$ cat src/rtl/spike_rate_decoder_if.sv
// Signal bundle for spike_rate_decoder: network spike input, window control and rate/display outputs.
// The master side (stimulus or top level) drives the inputs; the slave side is the decoder.
interface spike_rate_decoder_if #(
   parameter int LEN_W = 8,
   parameter int CNT_W = 8
);
   logic             ena;
   logic             spike_in;
   logic [LEN_W-1:0] window_len;
   logic [CNT_W-1:0] rate_count;
   logic             rate_valid;
   logic             rate_ovf;
   logic [6:0]       segments;

   modport master (
      output ena, spike_in, window_len,
      input  rate_count, rate_valid, rate_ovf, segments
   );

   modport slave (
      input  ena, spike_in, window_len,
      output rate_count, rate_valid, rate_ovf, segments
   );
endinterface

$ cat src/rtl/spike_rate_decoder.sv
// Counts rising spike edges over a window of PRESCALE-cycle ticks and latches the rate for display.
// Define SPIKE_DEC_HEX_EN to show hex 0-F on the segments; otherwise the display clamps to decimal 0-9.
//
// state   | meaning
// ST_LOAD | window start: latch window_len on the next enabled cycle
// ST_RUN  | window in progress with latched length
module spike_rate_decoder #(
   parameter int PRESCALE = 256,
   parameter int LEN_W    = 8,
   parameter int CNT_W    = 8
) (
   input logic                clk,
   input logic                rst_n,
   spike_rate_decoder_if.slave bus
);
   localparam int TICK_W = (PRESCALE > 1) ? $clog2(PRESCALE) : 1;
   localparam logic [TICK_W-1:0] TICK_LAST = TICK_W'(PRESCALE - 1);
   localparam logic [CNT_W-1:0]  CNT_MAX   = '1;
`ifdef SPIKE_DEC_HEX_EN
   localparam int DISP_MAX = 15;
`else
   localparam int DISP_MAX = 9;
`endif

   typedef enum logic {ST_LOAD, ST_RUN} state_t;

   state_t            state, state_nx;
   logic [TICK_W-1:0] tick_cnt;
   logic [LEN_W-1:0]  win_cnt;
   logic [LEN_W-1:0]  len_q;
   logic [LEN_W-1:0]  len_sel;
   logic [LEN_W-1:0]  len_eff;
   logic [CNT_W-1:0]  spike_cnt, spike_cnt_nx;
   logic              ovf, ovf_nx;
   logic              spike_prev;
   logic              edge_hit;
   logic              tick;
   logic              win_end;
   logic              load_len;
   logic [CNT_W-1:0]  rate_count_q;
   logic              rate_valid_q;
   logic              rate_ovf_q;
   logic [31:0]       rate_ext;
   logic [3:0]        digit;
   logic [6:0]        seg;

   // In ST_LOAD the live window_len governs the current cycle so a 1-tick window can end immediately.
   always_comb begin
      edge_hit = bus.spike_in & ~spike_prev & bus.ena;
      tick     = bus.ena && (tick_cnt == TICK_LAST);
      len_sel  = (state == ST_LOAD) ? bus.window_len : len_q;
      len_eff  = (len_sel == '0) ? LEN_W'(1) : len_sel;
      win_end  = tick && (win_cnt == (len_eff - LEN_W'(1)));
      spike_cnt_nx = spike_cnt;
      ovf_nx       = ovf;
      if (edge_hit) begin
         if (spike_cnt == CNT_MAX) ovf_nx = 1'b1;
         else                      spike_cnt_nx = spike_cnt + CNT_W'(1);
      end
   end

   always_comb begin
      state_nx = state;
      load_len = 1'b0;
      case (state)
         ST_LOAD: begin
            if (bus.ena) begin
               load_len = 1'b1;
               state_nx = win_end ? ST_LOAD : ST_RUN;
            end
         end
         ST_RUN: begin
            if (win_end) state_nx = ST_LOAD;
         end
         default: state_nx = ST_LOAD;
      endcase
   end

   always_ff @(posedge clk or negedge rst_n) begin
      if (!rst_n) begin
         state        <= ST_LOAD;
         spike_prev   <= 1'b0;
         tick_cnt     <= '0;
         win_cnt      <= '0;
         len_q        <= '0;
         spike_cnt    <= '0;
         ovf          <= 1'b0;
         rate_count_q <= '0;
         rate_valid_q <= 1'b0;
         rate_ovf_q   <= 1'b0;
      end else begin
         spike_prev   <= bus.spike_in;
         state        <= state_nx;
         rate_valid_q <= win_end;
         if (load_len) len_q <= len_eff;
         if (bus.ena) tick_cnt <= tick ? '0 : tick_cnt + TICK_W'(1);
         if (win_end) begin
            win_cnt      <= '0;
            spike_cnt    <= '0;
            ovf          <= 1'b0;
            rate_count_q <= spike_cnt_nx;
            rate_ovf_q   <= ovf_nx;
         end else begin
            if (tick) win_cnt <= win_cnt + LEN_W'(1);
            spike_cnt <= spike_cnt_nx;
            ovf       <= ovf_nx;
         end
      end
   end

   always_comb begin
      rate_ext = 32'(rate_count_q);
      digit    = (rate_ext > DISP_MAX) ? 4'(DISP_MAX) : 4'(rate_ext);
      case (digit)
         4'h0:    seg = 7'h3F;
         4'h1:    seg = 7'h06;
         4'h2:    seg = 7'h5B;
         4'h3:    seg = 7'h4F;
         4'h4:    seg = 7'h66;
         4'h5:    seg = 7'h6D;
         4'h6:    seg = 7'h7D;
         4'h7:    seg = 7'h07;
         4'h8:    seg = 7'h7F;
         4'h9:    seg = 7'h6F;
         4'hA:    seg = 7'h77;
         4'hB:    seg = 7'h7C;
         4'hC:    seg = 7'h39;
         4'hD:    seg = 7'h5E;
         4'hE:    seg = 7'h79;
         default: seg = 7'h71;
      endcase
   end

   assign bus.rate_count = rate_count_q;
   assign bus.rate_valid = rate_valid_q;
   assign bus.rate_ovf   = rate_ovf_q;
   assign bus.segments   = seg;
endmodule

$ cat src/flat_wrapper.sv
// flat-port wrapper written by rule: the top's interface ports become plain ports
module spike_rate_decoder_flat 
#(
   parameter int PRESCALE = 256,
   parameter int LEN_W    = 8,
   parameter int CNT_W    = 8
)
  (clk, rst_n, bus_ena, bus_spike_in, bus_window_len, bus_rate_count, bus_rate_valid, bus_rate_ovf, bus_segments);
  spike_rate_decoder_if #(.LEN_W(LEN_W), .CNT_W(CNT_W)) bus_i ();
  input logic clk;
  input logic rst_n;
  input wire logic [$bits(bus_i.ena)-1:0] bus_ena;
  input wire logic [$bits(bus_i.spike_in)-1:0] bus_spike_in;
  input wire logic [$bits(bus_i.window_len)-1:0] bus_window_len;
  output wire logic [$bits(bus_i.rate_count)-1:0] bus_rate_count;
  output wire logic [$bits(bus_i.rate_valid)-1:0] bus_rate_valid;
  output wire logic [$bits(bus_i.rate_ovf)-1:0] bus_rate_ovf;
  output wire logic [$bits(bus_i.segments)-1:0] bus_segments;
  assign bus_i.ena = bus_ena;
  assign bus_i.spike_in = bus_spike_in;
  assign bus_i.window_len = bus_window_len;
  assign bus_rate_count = bus_i.rate_count;
  assign bus_rate_valid = bus_i.rate_valid;
  assign bus_rate_ovf = bus_i.rate_ovf;
  assign bus_segments = bus_i.segments;
  spike_rate_decoder #(.PRESCALE(PRESCALE), .LEN_W(LEN_W), .CNT_W(CNT_W)) u_core (.clk(clk), .rst_n(rst_n), .bus(bus_i));
endmodule
$ cat config.mk
export PLATFORM = sky130hd
export DESIGN_NAME = spike_rate_decoder_flat
export DESIGN_NICKNAME = d
export VERILOG_FILES = /design/src/rtl/spike_rate_decoder_if.sv /design/src/rtl/spike_rate_decoder.sv /design/src/flat_wrapper.sv
export SDC_FILE = /design/constraint.sdc
export NUM_CORES = 1
export LEC_CHECK = 0
export ABC_AREA = 0
export ABC_CLOCK_PERIOD_IN_PS = 2930
export CORE_ASPECT_RATIO = 1.75
export CORE_MARGIN = 1
export CORE_UTILIZATION = 40
export CTS_BUF_LIST = sky130_fd_sc_hd__clkbuf_16
export CTS_CLUSTER_DIAMETER = 80
export DETAILED_ROUTE_END_ITERATION = 8
export GPL_TIMING_DRIVEN = 0
export REMOVE_ABC_BUFFERS = 1
export SLEW_MARGIN = 20
export SYNTH_ARGS = -nofsm -noshare
export SYNTH_HDL_FRONTEND = slang
export SYNTH_SLANG_ARGS = --single-unit
$ cat constraint.sdc
create_clock -name clk -period 2.93 [get_ports clk]
set_input_delay 0.7325 -clock clk [delete_from_list [all_inputs] [get_ports clk]]
set_output_delay 0.7325 -clock clk [all_outputs]
set_load 0.1 [all_outputs]
# Word-level counts from Yosys, hierarchy flattened
# Memories as Yosys holds them, arrays and structs flattened.
# Index checks and enable logic that the tools add are counted.
# Widths: inputs -> output; s select.
# totals
mem_bits_ro,112
out_inout_bits,17
inputBits,12
regBits,45
memories,1
word_cells,44
# op_classes
eq_ne,3
bitwise,4
order_cmp,1
n_addsub,4
mux,17
n_reduce_logical,4
# memory_table
name,depth,word_bits,read_ports,rd_ports_with_merged_regs,wr,line,text
(name not given),16,7,1,0,0,spike_rate_decoder.sv:114,case (digit)
# op_table
cell,count
$mux 8,8
$add 8x1->8 const B,3
$eq 8x8->1 const B,2
$eq 8x8->1,1
$gt 8x4->1 const B,1
$logic_not 8->1,1
$sub 8x1->8 const B,1
$mux 1,7
$mux 4,1
$and 1x1->1,2
$logic_and 1x1->1,2
$not 1->1,2
$pmux 1 s2,1
$reduce_bool 2->1,1

# Depth between registers and ports, before layout
# logic_depth
ltp_word,9
ltp_mapped,15
depth_no_buf,11

# Least setup slack after synthesis
# OpenSTA, ideal clock, no wires.
# synth_path
path_kind,register -> output
from,register u_core.rate_count_q[2] (netlist: u_core.bus.rate_count[2])
to,output bus_segments[3]
arrival_ns,3.975
slack_ns,-1.777
path_buffers,1
stages_incl_launch_ff,7
t_required_ns,2.197
path_cell_list,dfrtp_1 > clkbuf_1 > o21ai_0 > nand3b_1 > inv_1 > ha_1 > o21ai_0
# synth_between
elab_chain_cells,3
# synth_rtl
item,line,text
from (decl),spike_rate_decoder.sv:40,logic [CNT_W-1:0] rate_count_q;
from (signal assigned),spike_rate_decoder.sv:101,rate_count_q <= spike_cnt_nx;
$gt 8x4->1,spike_rate_decoder.sv:113,digit = (rate_ext > DISP_MAX) ? 4'(DISP_MAX) : 4'(rate_ext);
$mux 4 *,spike_rate_decoder.sv:113,
$mem_v2 16x7 *,n/a,
to (decl),flat_wrapper.sv:18,output wire logic [$bits(bus_i.segments)-1:0] bus_segments;
# Mark *: on every way between the ends. The rest lies on a longest branch, timed or not.

# Worst setup path in the final report
# layout_path
from,register u_core.state
to,register u_core.rate_valid_q (netlist: u_core.bus.rate_valid)
# layout_between
elab_chain_cells,6
# layout_rtl
item,line,text
from (decl),spike_rate_decoder.sv:27,"state_t state, state_nx;"
from (signal assigned),spike_rate_decoder.sv:93,state <= state_nx;
$mux 8 *,spike_rate_decoder.sv:51,len_sel = (state == ST_LOAD) ? bus.window_len : len_q;
$logic_not 8->1,spike_rate_decoder.sv:52,len_eff = (len_sel == '0) ? LEN_W'(1) : len_sel;
$mux 8 *,spike_rate_decoder.sv:52,
$sub 8x1->8 *,spike_rate_decoder.sv:53,win_end = tick && (win_cnt == (len_eff - LEN_W'(1)));
$eq 8x8->1 *,spike_rate_decoder.sv:53,
$logic_and 1x1->1 *,spike_rate_decoder.sv:53,
via u_core.win_end,spike_rate_decoder.sv:38,logic win_end;
to (signal assigned),spike_rate_decoder.sv:94,rate_valid_q <= win_end;
to (decl),spike_rate_decoder.sv:41,logic rate_valid_q;
# Mark *: on every way through the listed nets, which the timed path passes. The rest lies on a longest branch.
# A chain may end at the register's enable or synchronous reset.

==> metrics.txt <==
status=complete, but fails checks; failing checks=setup timing; final hold violation count=0; Vias=2,213; RSZ-0062 raised after global routing=yes; Tcrit/Tclk final=1.064; placed cells=373; Setup crit start kind=register; distinct cell type count after synthesis=48; Avg WL per Cell=15.00 um; Layout Utilization=0.5464; H-tree depth=2; VDD IR-drop max=0.3894 mV; Total Wirelength=6.120 mm; Total Negative Setup Slacks=-2.894 ns; layout cell share with drive strength beyond 1=0.2791; pin count of the biggest net entering global routing=32; Ports=29; Die Y=110.2 um; Worst Skew=0.003246 ns; Post-Syn Area per Cell=9.876 sq um; Worst-Margin Slew=0.9697 ns; Post-DP HPWL=3.992 mm; post-synthesis sequential area ratio=0.4208; initial antenna violation count=0; ys flop type=dfrtp_1; vias in the first global route=2,148; Worst setup EP type=register; post-route DRC violation count=0; asr flop ratio synth=1.000; relative slew slack=0.3515; mapped cell area=2676 sq um; synth cell count leaders=dfrtp_1 (45), nor2_1 (29), nand2_1 (19), mux2i_1 (18); first-pass GRT wire length=10.20 mm; top cell type by total area after synthesis=dfrtp_1; final setup fails=22; Core ar.=6490 sq um; CTS tree=built; Pre-antenna DRT Iters=4; share of the synthesized area in the top cell type=0.4208; DR iter-0 viols=81; Die Wd=63.83 um; Worst Path Arrival=3.30 ns; fin crit period=3.117 ns; yosys warns=0; Site Rows=39; Layout fillers=575; IO buf count=28; antenna viol nets, final=0; Antenna diodes=0; Area growth, synth to finish=32.49%; vias per cell=5.424; CP Data Required Time=3.11 ns; gpl congestion=0.7919; synthesis-stage register bit count=45; Max-cap violations=0; final slew viol count=0; Mapped Cells=271; total power=1.742 mW; Total GRT Usage=0.1928; GRT overflow=0; nets@finish=348; Leakage=1.575 nW; Max Root-Sink Buffers=2; fmax=0.3208 GHz; final setup margin=-0.1872 ns; Initial Util=0.4124; total clock buffers created by CTS=5; clk_lat worst skew=0.29 ns; HP Class=in -> async; Die ar.=7034 sq um; top-count cell post-synth=dfrtp_1; Clock Pin Slew Worst Setup and Hold Paths=0.06 ns; PwrDens=491.4 nW/um^2; CTS sink count=45; worst-path fanout max=4; Setup CP Type=reg -> reg; hold-fix buffers at CTS=0; dominant cells by area after synthesis=dfrtp_1 (42%), mux2i_1 (6.7%), xor2_1 (5.2%), ha_1 (4.7%), nor2_1 (4.1%); Non-Filler Instances=408; Fin Hold WS=0.3546 ns; clk root buf=clkbuf_16; Post-synth EDFFs=0
[final timing paths]
path / depth (start not counted) / slack [ns] / from / to
worst max-delay path: 15 / -0.19 / u_core.state / u_core.bus.rate_valid
worst min-delay path: 1 / 0.35 / rst_n / u_core.bus.rate_count[0]
worst max register to register: 15 / -0.19 / u_core.state / u_core.bus.rate_valid
worst min register to register: 1 / 0.47 / u_core.tick_cnt[4] / u_core.tick_cnt[4]
max in group asynchronous: 2 / 2.09 / rst_n / u_core.bus.rate_ovf
min in group clk: 1 / 0.47 / u_core.tick_cnt[4] / u_core.tick_cnt[4]
[area by class of cell]
cell class	count	area [sq um]	area share
clock buffers	5	125.1	0.03529
clock inverters	2	7.507	0.002117
inverters	15	56.30	0.01588
multi-input cells	200	1558	0.4393
flip-flops and latches	45	1130	0.3186
well taps	82	102.6	0.02893
repair buffers	59	566.8	0.1598
[layer usage]
metal / up-vias / part of all wire / global-route usage
met2: 55 / 0.55 / 0.3609
li1: 1059 / - / -
met4: 0 / 0.042 / 0.1218
met1: 1083 / 0.37 / 0.1924
met5: - / 0 / 0
met3: 16 / 0.031 / 0.03601
[placed cells by master (no fill, tap or decap), drive strengths merged, types with 3 or more instances in the layout]
cell	instances
buf	44
mux2	8
nand3b	3
and3	5
nor3	4
ha	10
o21ai	17
xor2	16
nor2	29
nand2	19
dfrtp	45
or3	3
nand3	9
mux2i	19
a21oi	5
clkdlybuf4s50	12
nor2b	6
inv	16
nand4	9
xnor2	10
clkbuf	6
nor4b	3
nor4	4
[stage by stage]
step,cell area [sq um],worst slack [ns]
2_1_floorplan,2591,-1.755
3_3_place_gp,2974,-3.048
3_5_place_dp,3020,-1.665
4_1_cts,3416,-0.1881
5_1_grt,3546,-0.3987
6_report,3546,-0.1872
[flip-flops by register name, indices dropped and copies added, names as in the netlist]
| signal | flops |
|---|---|
| u_core.spike_prev | 1 |
| u_core.bus.rate_ovf | 1 |
| u_core.ovf | 1 |
| u_core.tick_cnt | 8 |
| u_core.spike_cnt | 8 |
| u_core.state | 1 |
| u_core.win_cnt | 8 |
| u_core.len_q | 8 |
| u_core.bus.rate_valid | 1 |
| u_core.bus.rate_count | 8 |
[cells by family after synthesis]
family / after synthesis / share of synthesized area
xor gates and xnor gates: 26 / 0.08508
and+or+nand+nor: 101 / 0.2001
adders and majority gates: 10 / 0.04675
muxes: 28 / 0.1145
AOI/OAI and AO/OA: 35 / 0.07995
buffers and inverters: 26 / 0.05283
DFF: 45 / 0.4208
[report_power, final]
part	switching, mW	internal [mW]	leakage [nW]
clock network	0.223	0.305	0.0685
registers	0.108	0.713	0.535
logic	0.188	0.206	0.972
total	0.518	1.22	1.57
[worst max-delay path, stage by stage (launching register included)]
cell	delay, ns
dfrtp_4	0.52
nor4b_4	0.15
a22oi_2	0.25
inv_1	0.09
a221oi_2	0.28
ha_2	0.26
buf_6	0.13
xnor2_2	0.12
xnor2_1	0.15
buf_4	0.13
buf_4	0.09
buf_4	0.09
buf_4	0.08
nand3_1	0.06
or3_1	0.35
nor4_1	0.25
[timing repair]
item,in CTS,in global routing
gates cloned,1,0
endpoints found under the hold margin,0,0
buffers inserted,19,10
gates resized for setup,95,28
pin swaps,15,14
endpoints found under the setup margin,35,35
(Power assumes the default switching activity.)
